**config.mk**
```make
export PLATFORM = sky130hd
export DESIGN_NAME = fifo_drain_ctrl
export DESIGN_NICKNAME = d
export VERILOG_FILES = /design/src/rtl/fifo_drain_ctrl.sv
export SDC_FILE = /design/constraint.sdc
export NUM_CORES = 1
export LEC_CHECK = 0
export ABC_AREA = 1
export CAP_MARGIN = 40
export CORE_UTILIZATION = 40
export CTS_CLUSTER_SIZE = 8
export DETAILED_ROUTE_END_ITERATION = 6
export GPL_TIMING_DRIVEN = 0
export PLACE_DENSITY = 0.71
export SYNTH_ARGS = -nofsm -noshare
export SYNTH_HDL_FRONTEND = slang
export SYNTH_SLANG_ARGS = --single-unit
export TNS_END_PERCENT = 100
```
**constraint.sdc**
```tcl
create_clock -name clk -period 5.55 [get_ports clk]
set_input_delay 1.11 -clock clk [delete_from_list [all_inputs] [get_ports clk]]
set_output_delay 1.11 -clock clk [all_outputs]
set_load 0.01 [all_outputs]
```
**src/rtl/fifo_drain_ctrl.sv**
```systemverilog
// Read-side drain engine for syfifo: pops burst_len words and forwards them on a
// valid/ready stream through a 2-entry skid buffer.
module fifo_drain_ctrl #(
    parameter int unsigned WIDTH = 8,
    parameter int unsigned CNT_W = 8
) (
    input  logic             clk,
    input  logic             rst,
    input  logic             start,
    input  logic [CNT_W-1:0] burst_len,
    output logic             busy,
    output logic             done,
    input  logic             fifo_empty,
    output logic             fifo_rd_en,
    input  logic [WIDTH-1:0] fifo_r_data,
    output logic             out_valid,
    output logic [WIDTH-1:0] out_data,
    input  logic             out_ready
);

    typedef enum logic [1:0] {IDLE, RUN, DONE} state_t;

    state_t           state_q, state_d;
    logic [CNT_W-1:0] len_q, issued_q, delivered_q, delivered_nxt;
    logic [1:0]       occ_q;
    logic             inflight_q;
    logic [WIDTH-1:0] buf1_q;
    logic             pop;
    logic [2:0]       room_use;

    // Next state and read strobe; the RUN exit looks one pop ahead so done lands right after the last pop
    always_comb begin
        state_d       = state_q;
        fifo_rd_en    = 1'b0;
        pop           = out_valid && out_ready;
        delivered_nxt = delivered_q + CNT_W'(pop);
        room_use      = 3'(occ_q) + 3'(inflight_q) - 3'(pop);
        case (state_q)
            IDLE: begin
                if (start) state_d = (burst_len == '0) ? DONE : RUN;
            end
            RUN: begin
                fifo_rd_en = !fifo_empty && (issued_q < len_q) && (room_use < 3'd2);
                if (delivered_nxt == len_q) state_d = DONE;
            end
            DONE:    state_d = IDLE;
            default: state_d = IDLE;
        endcase
    end

    always_ff @(posedge clk or posedge rst) begin
        if (rst) begin
            state_q <= IDLE;
            busy    <= 1'b0;
            done    <= 1'b0;
        end else begin
            state_q <= state_d;
            busy    <= (state_d != IDLE);
            done    <= (state_d == DONE);
        end
    end

    // Burst bookkeeping
    always_ff @(posedge clk or posedge rst) begin
        if (rst) begin
            len_q       <= '0;
            issued_q    <= '0;
            delivered_q <= '0;
            inflight_q  <= 1'b0;
        end else begin
            inflight_q <= fifo_rd_en;
            if (state_q == IDLE && start) begin
                len_q       <= burst_len;
                issued_q    <= '0;
                delivered_q <= '0;
            end else begin
                if (fifo_rd_en) issued_q <= issued_q + CNT_W'(1);
                if (pop)        delivered_q <= delivered_nxt;
            end
        end
    end

    // Skid buffer: out_data is the head entry, buf1_q the second
    always_ff @(posedge clk or posedge rst) begin
        if (rst) begin
            occ_q     <= '0;
            out_valid <= 1'b0;
            out_data  <= '0;
            buf1_q    <= '0;
        end else begin
            case ({inflight_q, pop})
                2'b11: begin
                    if (occ_q == 2'd2) begin
                        out_data <= buf1_q;
                        buf1_q   <= fifo_r_data;
                    end else begin
                        out_data <= fifo_r_data;
                    end
                end
                2'b10: begin
                    if (occ_q == 2'd0) out_data <= fifo_r_data;
                    else               buf1_q   <= fifo_r_data;
                    occ_q     <= occ_q + 2'd1;
                    out_valid <= 1'b1;
                end
                2'b01: begin
                    out_data  <= buf1_q;
                    occ_q     <= occ_q - 2'd1;
                    out_valid <= (occ_q == 2'd2);
                end
                default: ;
            endcase
        end
    end

endmodule

```
==> flow_summary.json, run 1 <==
{
  "startpoint_type": "primary input",
  "mappedNetlistNets": 385,
  "slowest_stage": "clkdlybuf4s50_1",
  "synth_sequential_area_ratio": 0.430,
  "critPathMaxFanout": 9,
  "diodes": 0,
  "tritoncts": "done",
  "wire_length_of_the_first_global_routing_pass_um": 10500,
  "grt-ovfl-total": 0,
  "ctsHoldBuffers": 0,
  "hold_path_class": "flip-flop to flip-flop",
  "first_global_vias": 2371,
  "timing.setup.tns_ns": 0,
  "max_freq_ghz": 0.189,
  "cts-root-to-sink-buffers": 2,
  "synth_enable_flop_cells": 0,
  "worstSetupEndpointType": "output pin",
  "syn_area_mm2": 0.00279,
  "vias_per_cell": 5.22,
  "largest_net_degree_at_the_start_of_global_routing": 37,
  "placement.io_buffers": 32,
  "worst_path_largest_cell_delay_ns": 0.53,
  "tightest_slew_ns": 0.627,
  "synth_warnings": 0,
  "pre_cts_ws_ns": 0.0392,
  "fp.dieW_um": 85.6,
  "fin_hold_ws_ns": 0.509,
  "timing.max_cap.violations": 0,
  "cts_num_sinks": 48,
  "fin_crit_ns": 5.30,
  "post-place-cells": 461,
  "worst-setup-path-type": "primary input to output pin",
  "timing.max_slew.rel_slack": 0.579,
  "fp.dieArea_mm2": 0.00732,
  "placeableCoreArea_mm2": 0.00676,
  "power_per_cell_area_mw_per_mm2": 506,
  "clk_pin_slew_worst_paths_ns": 0.10,
  "synth-async-reset-ratio": 1.00,
  "drive_above_1_share": 0.0941,
  "row_count": 30,
  "routed_wl_um": 6210,
  "nets": 429,
  "clock_buffers_created_by_tritoncts": 5,
  "timing.final.hold_violations": 0,
  "antenna_left": 0,
  "yosys.area.top_type": "dfrtp_1",
  "initial_cell_density_of_the_core": 0.413,
  "dominantRegCellSynth": "dfrtp_1",
  "ys_top_cells_by_count": "nand2_1, dfrtp_1, inv_1",
  "netlist.area_leader.share": 0.430,
  "clock-root-buffer": "clkbuf_8",
  "critPathRequiredTime_ns": 4.44,
  "mapped_cells": 348,
  "wl_per_cell_um": 13.1,
  "setup_viol": 0,
  "worstPathArrival_ns": 4.19,
  "ctsHtreeMaxLevel": 2,
  "yosys_register_bits": 48,
  "slack_of_the_critical_path_ns": 0.253,
  "total_leakage_power_nw": 1.71,
  "drtPass1Iterations": 4,
  "avgSynthCellArea_um2": 8.02,
  "pins_over_their_slew_limit": 0,
  "floorplan.die.height_um": 85.6,
  "io_pins": 33,
  "area.growth.synth_to_final_pct": 21.8,
  "antenna_found_initial": 0,
  "timing.critical_path.cells": "clkdlybuf4s50_1, nand2_1, inv_2, ha_1, buf_2, nor2_1, fa_1, nor3_1, nor3b_4, nand2_4, inv_2, clkdlybuf4s50_1",
  "status": "complete, no violations",
  "skew_ns": 0.0101,
  "yosysMostFrequentCell": "nand2_1",
  "grt_use_total": 0.180,
  "layout.core_utilization": 0.503,
  "gp_congestion": 0.866,
  "dp_hpwl_um": 4700,
  "clock_latency_reported_for_the_late_side_of_the_worst_skew_pair_ns": 0.30,
  "via_count": 2470,
  "largest_cells_by_area_after_synthesis": "dfrtp_1, nand2_1, ha_1",
  "route.detailed.drc": 0,
  "detailedRoute.firstIterationViolations": 243,
  "unrepaired_setup_endpoints_after_global_routing": "no",
  "yosys.cell_types.count": 30,
  "finalCritPeriodShare": 0.954,
  "vdd.ir_drop.worst_v": 0.000227,
  "stdcell_count": 473
}
[metrics by stage]
stage	power [mW]	cell area, um2
floorplan	1.14	2790
global placement	1.37	3210
detailed placement	1.40	3230
CTS	1.71	3370
global route	1.86	3400
finish	1.72	3400
[layer usage]
metal  vias up  share of wire  track usage
li1       1228              -            -
met1      1179           0.44        0.227
met2        56           0.51        0.320
met3         7          0.039       0.0308
met4         0          0.013       0.0500
met5         -              0            0
[layout make-up]
class	instances	area, um2
fillers	640	3360
multi-input cells	246	1390
flip-flops and latches	48	1200
repair buffers	37	370
inverters	50	188
well taps	80	100
clock buffers	5	68.8
clock inverters	3	68.8
plain buffers	4	17.5
[cells by family (layout without fill, tap and decap cells)]
kind of cell	count (synthesis)	count (layout)	share of synthesized area
buffers and inverters	54	99	0.0735
AO/OA/AOI/OAI	41	41	0.0869
XOR/XNOR	9	9	0.0282
multiplexers	7	7	0.0282
flip-flops	48	48	0.430
adder cells (fa/ha/maj)	16	16	0.0744
AND/OR/NAND/NOR	173	173	0.279
[repair_timing]
action / 4_1_cts / 5_1_grt
hold endpoints to repair: 0 / 0
setup buffers: 0 / 4
resized for setup: 0 / 1
setup endpoints to repair: 0 / 1
[sequential cells by signal, summed over array words and instances, names as in the netlist]
register and count:
occ_q 2, issued_q 8, out_data 8, busy 1, buf1_q 8, delivered_q 8
inflight_q 1, state_q 2, out_valid 1, len_q 8, done 1
[worst max-delay path, delay by kind of cell]
kind	cells	cell delay, ns
buffers and inverters	5	1.42
adders and majority gates	2	0.67
and+or+nand+nor	5	0.97
[path summary, 6_finish.rpt]
check | start | to | slack (ns) | depth (start not counted)
worst max-delay path | out_ready | fifo_rd_en | 0.25 | 12
worst max register to register | out_valid$_DFFE_PP0N_ | issued_q[5]$_DFFE_PP0P_ | 2.80 | 11
worst min-delay path | buf1_q[7]$_DFFE_PP0P_ | buf1_q[7]$_DFFE_PP0P_ | 0.51 | 2
worst min register to register | buf1_q[7]$_DFFE_PP0P_ | buf1_q[7]$_DFFE_PP0P_ | 0.51 | 2
min in group asynchronous | rst | out_data[6]$_DFFE_PP0P_ | 1.06 | 2
max in group asynchronous | rst | len_q[2]$_DFFE_PP0P_ | 3.99 | 3
[layout by cell type, fill, tap and decap left out, drive strengths merged, types with 2 or more instances in the layout]
cell type      count
bufinv             2
o22ai              5
xnor2              3
a21oi             11
ha                15
inv               50
nor2              29
xor2               6
a221oi             5
clkbuf             7
nand4             12
nand2             91
dfrtp             48
o21ai             18
o21bai             2
buf                7
nand3             38
clkdlybuf4s50     32
mux2               7
[where the power goes]
part / leakage, nW / internal, mW / switching (mW)
Sequential: 0.602 / 0.493 / 0.118
Clock: 0.0687 / 0.181 / 0.126
Combinational: 1.04 / 0.348 / 0.454
Total: 1.71 / 1.02 / 0.698
No activity file was read; power rests on OpenSTA's default activity.
==> inputs of run 2 (changes only) <==
SLEW_MARGIN = 40   (was not set)
==> run 2 against run 1 <==
Clock-buffer cell count stayed put; largest cell class unchanged; critical endpoint unchanged; clock power about the same; cell area decreased by 0.37%; core utilization fell by 0.19 points; flip-flop and latch count did not move; routed wire length shrank 1.1%; clock skew down 0.0010 ns.
==> flow_summary.json, run 2 (synthesis gave the netlist of run 1 again) <==
{
  "drive_above_1_share": 0.0870,
  "total_leakage_power_nw": 1.70,
  "setup_viol": 0,
  "r2r_setup_slack_ns": 2.74,
  "worstPathArrival_ns": 4.27,
  "timing.reg2reg.worst_path_depth": 11,
  "route.detailed.drc": 0,
  "area.growth.synth_to_final_pct": 21.3,
  "worst_r2r_startpoint": "out_valid$_DFFE_PP0N_",
  "clock_buffers_created_by_tritoncts": 5,
  "fillers": 638,
  "critical_path.reg2reg.endpoint": "issued_q[5]$_DFFE_PP0P_",
  "layout.cells.most_common": "nand2_1",
  "timing.max_cap.violations": 0,
  "cts_num_sinks": 48,
  "dp_hpwl_um": 4670,
  "fp.dieW_um": 85.6,
  "antenna_left": 0,
  "most-common-layout-cells": "nand2_1, dfrtp_1, inv_1",
  "fin_crit_ns": 5.38,
  "tritoncts": "done",
  "max_freq_ghz": 0.186,
  "post-place-cells": 461,
  "largest_net_degree_at_the_start_of_global_routing": 37,
  "timing.max_slew.rel_slack": 0.589,
  "min-delay-start": "buf1_q[7]$_DFFE_PP0P_",
  "wire_length_of_the_first_global_routing_pass_um": 10400,
  "worstSetupEndpointType": "output pin",
  "tightest_slew_ns": 0.612,
  "placement.io_buffers": 32,
  "row_count": 30,
  "clock-root-buffer": "clkbuf_8",
  "ctsHtreeMaxLevel": 2,
  "timing.hold.worst_path_depth": 2,
  "initial_cell_density_of_the_core": 0.413,
  "first_global_vias": 2267,
  "clock_latency_reported_for_the_late_side_of_the_worst_skew_pair_ns": 0.30,
  "startpoint_type": "primary input",
  "ctsHoldBuffers": 0,
  "cts-root-to-sink-buffers": 2,
  "stdcell_count": 471,
  "critPathMaxFanout": 9,
  "timing.setup.tns_ns": 0,
  "drtPass1Iterations": 4,
  "unrepaired_setup_endpoints_after_global_routing": "no",
  "grt_use_total": 0.178,
  "vdd.ir_drop.worst_v": 0.000230,
  "finalCritPeriodShare": 0.970,
  "floorplan.die.height_um": 85.6,
  "antenna_found_initial": 0,
  "gp_congestion": 0.866,
  "routed_wl_um": 6140,
  "timing.final.hold_violations": 0,
  "hold_path_class": "flip-flop to flip-flop",
  "grt-ovfl-total": 0,
  "worst-setup-path-type": "primary input to output pin",
  "nets": 427,
  "skew_ns": 0.00910,
  "diodes": 0,
  "clk_pin_slew_worst_paths_ns": 0.10,
  "vias_per_cell": 5.14,
  "detailedRoute.firstIterationViolations": 224,
  "status": "complete, no violations",
  "fp.dieArea_mm2": 0.00732,
  "hold_crit_endpoint": "buf1_q[7]$_DFFE_PP0P_",
  "placeableCoreArea_mm2": 0.00676,
  "power_per_cell_area_mw_per_mm2": 504,
  "pins_over_their_slew_limit": 0,
  "via_count": 2423,
  "wl_per_cell_um": 13.0,
  "critPathRequiredTime_ns": 4.44,
  "io_pins": 33
}
[run 2: cell count changes in the layout (fill, tap and decap cells not counted)]
cell / change
buf_4: -2
inv_1: +1
inv_2: -2
inv_4: +1
[run 2: how the worst max path moves through the flow]
stage,cells after the start,start,end,slack [ns]
after CTS,12,out_ready,fifo_rd_en,0.05
after detailed placement,12,out_ready,fifo_rd_en,0.05
after floorplan,10,out_ready,fifo_rd_en,1.41
after global routing,12,out_ready,fifo_rd_en,0.01
final,12,out_ready,fifo_rd_en,0.17
after global placement,12,out_ready,fifo_rd_en,0.09
[run 2: critical path: stages]
cell	delay, ns
clkdlybuf4s50_1	0.45
nand2_1	0.14
inv_1	0.28
ha_1	0.29
buf_2	0.16
nor2_1	0.14
fa_1	0.43
nor3_1	0.15
nor3b_4	0.36
nand2_4	0.14
inv_2	0.09
clkdlybuf4s50_1	0.53
[run 2: routing by layer]
metal  vias up  GRT usage  wire (um)
met3         7     0.0298        207
met2        41      0.311       3060
met5         -          0          0
met1      1145      0.231       2800
met4         0     0.0455         68
li1       1230          -          -
[run 2: cell type report]
class / count / area [um2] / share of cell area
Multi-Input combinational cell: 246 / 1390 / 0.409
Sequential cell: 48 / 1200 / 0.355
Timing Repair Buffer: 35 / 355 / 0.105
Inverter: 50 / 190 / 0.0561
Tap cell: 80 / 100 / 0.0295
Clock buffer: 5 / 68.8 / 0.0203
Clock inverter: 3 / 68.8 / 0.0203
Buffer: 4 / 17.5 / 0.00517
[run 2: through the flow]
stage | hold WS (ns) | power (mW) | worst slack (ns) | instance area (um2) | utilization
2_1_floorplan | 0.453 | 1.14 | 1.41 | 2790 | -
3_3_place_gp | 0.472 | 1.37 | 0.0912 | 3210 | 0.476
3_5_place_dp | 0.491 | 1.40 | 0.0479 | 3240 | 0.479
4_1_cts | 0.512 | 1.71 | 0.0462 | 3370 | 0.499
5_1_grt | 0.529 | 1.85 | 0.0140 | 3390 | 0.501
6_report | 0.501 | 1.71 | 0.167 | 3390 | 0.501
[run 2: what timing repair did]
item,in CTS,in global routing
resized for setup,0,0
endpoints found under the setup margin,0,1
buffers inserted,0,2
[run 2: where the power goes]
part | switching, mW | internal, mW | total (mW)
combinational | 0.449 | 0.340 | 0.789
sequential | 0.116 | 0.493 | 0.609
clock | 0.127 | 0.181 | 0.308
total | 0.692 | 1.01 | 1.71
==> inputs of run 3 (changes only) <==
ABC_CLOCK_PERIOD_IN_PS = 5550   (was not set)
==> results of run 3 <==
The final DEF is identical to that of run 2; final timing and power are the same.
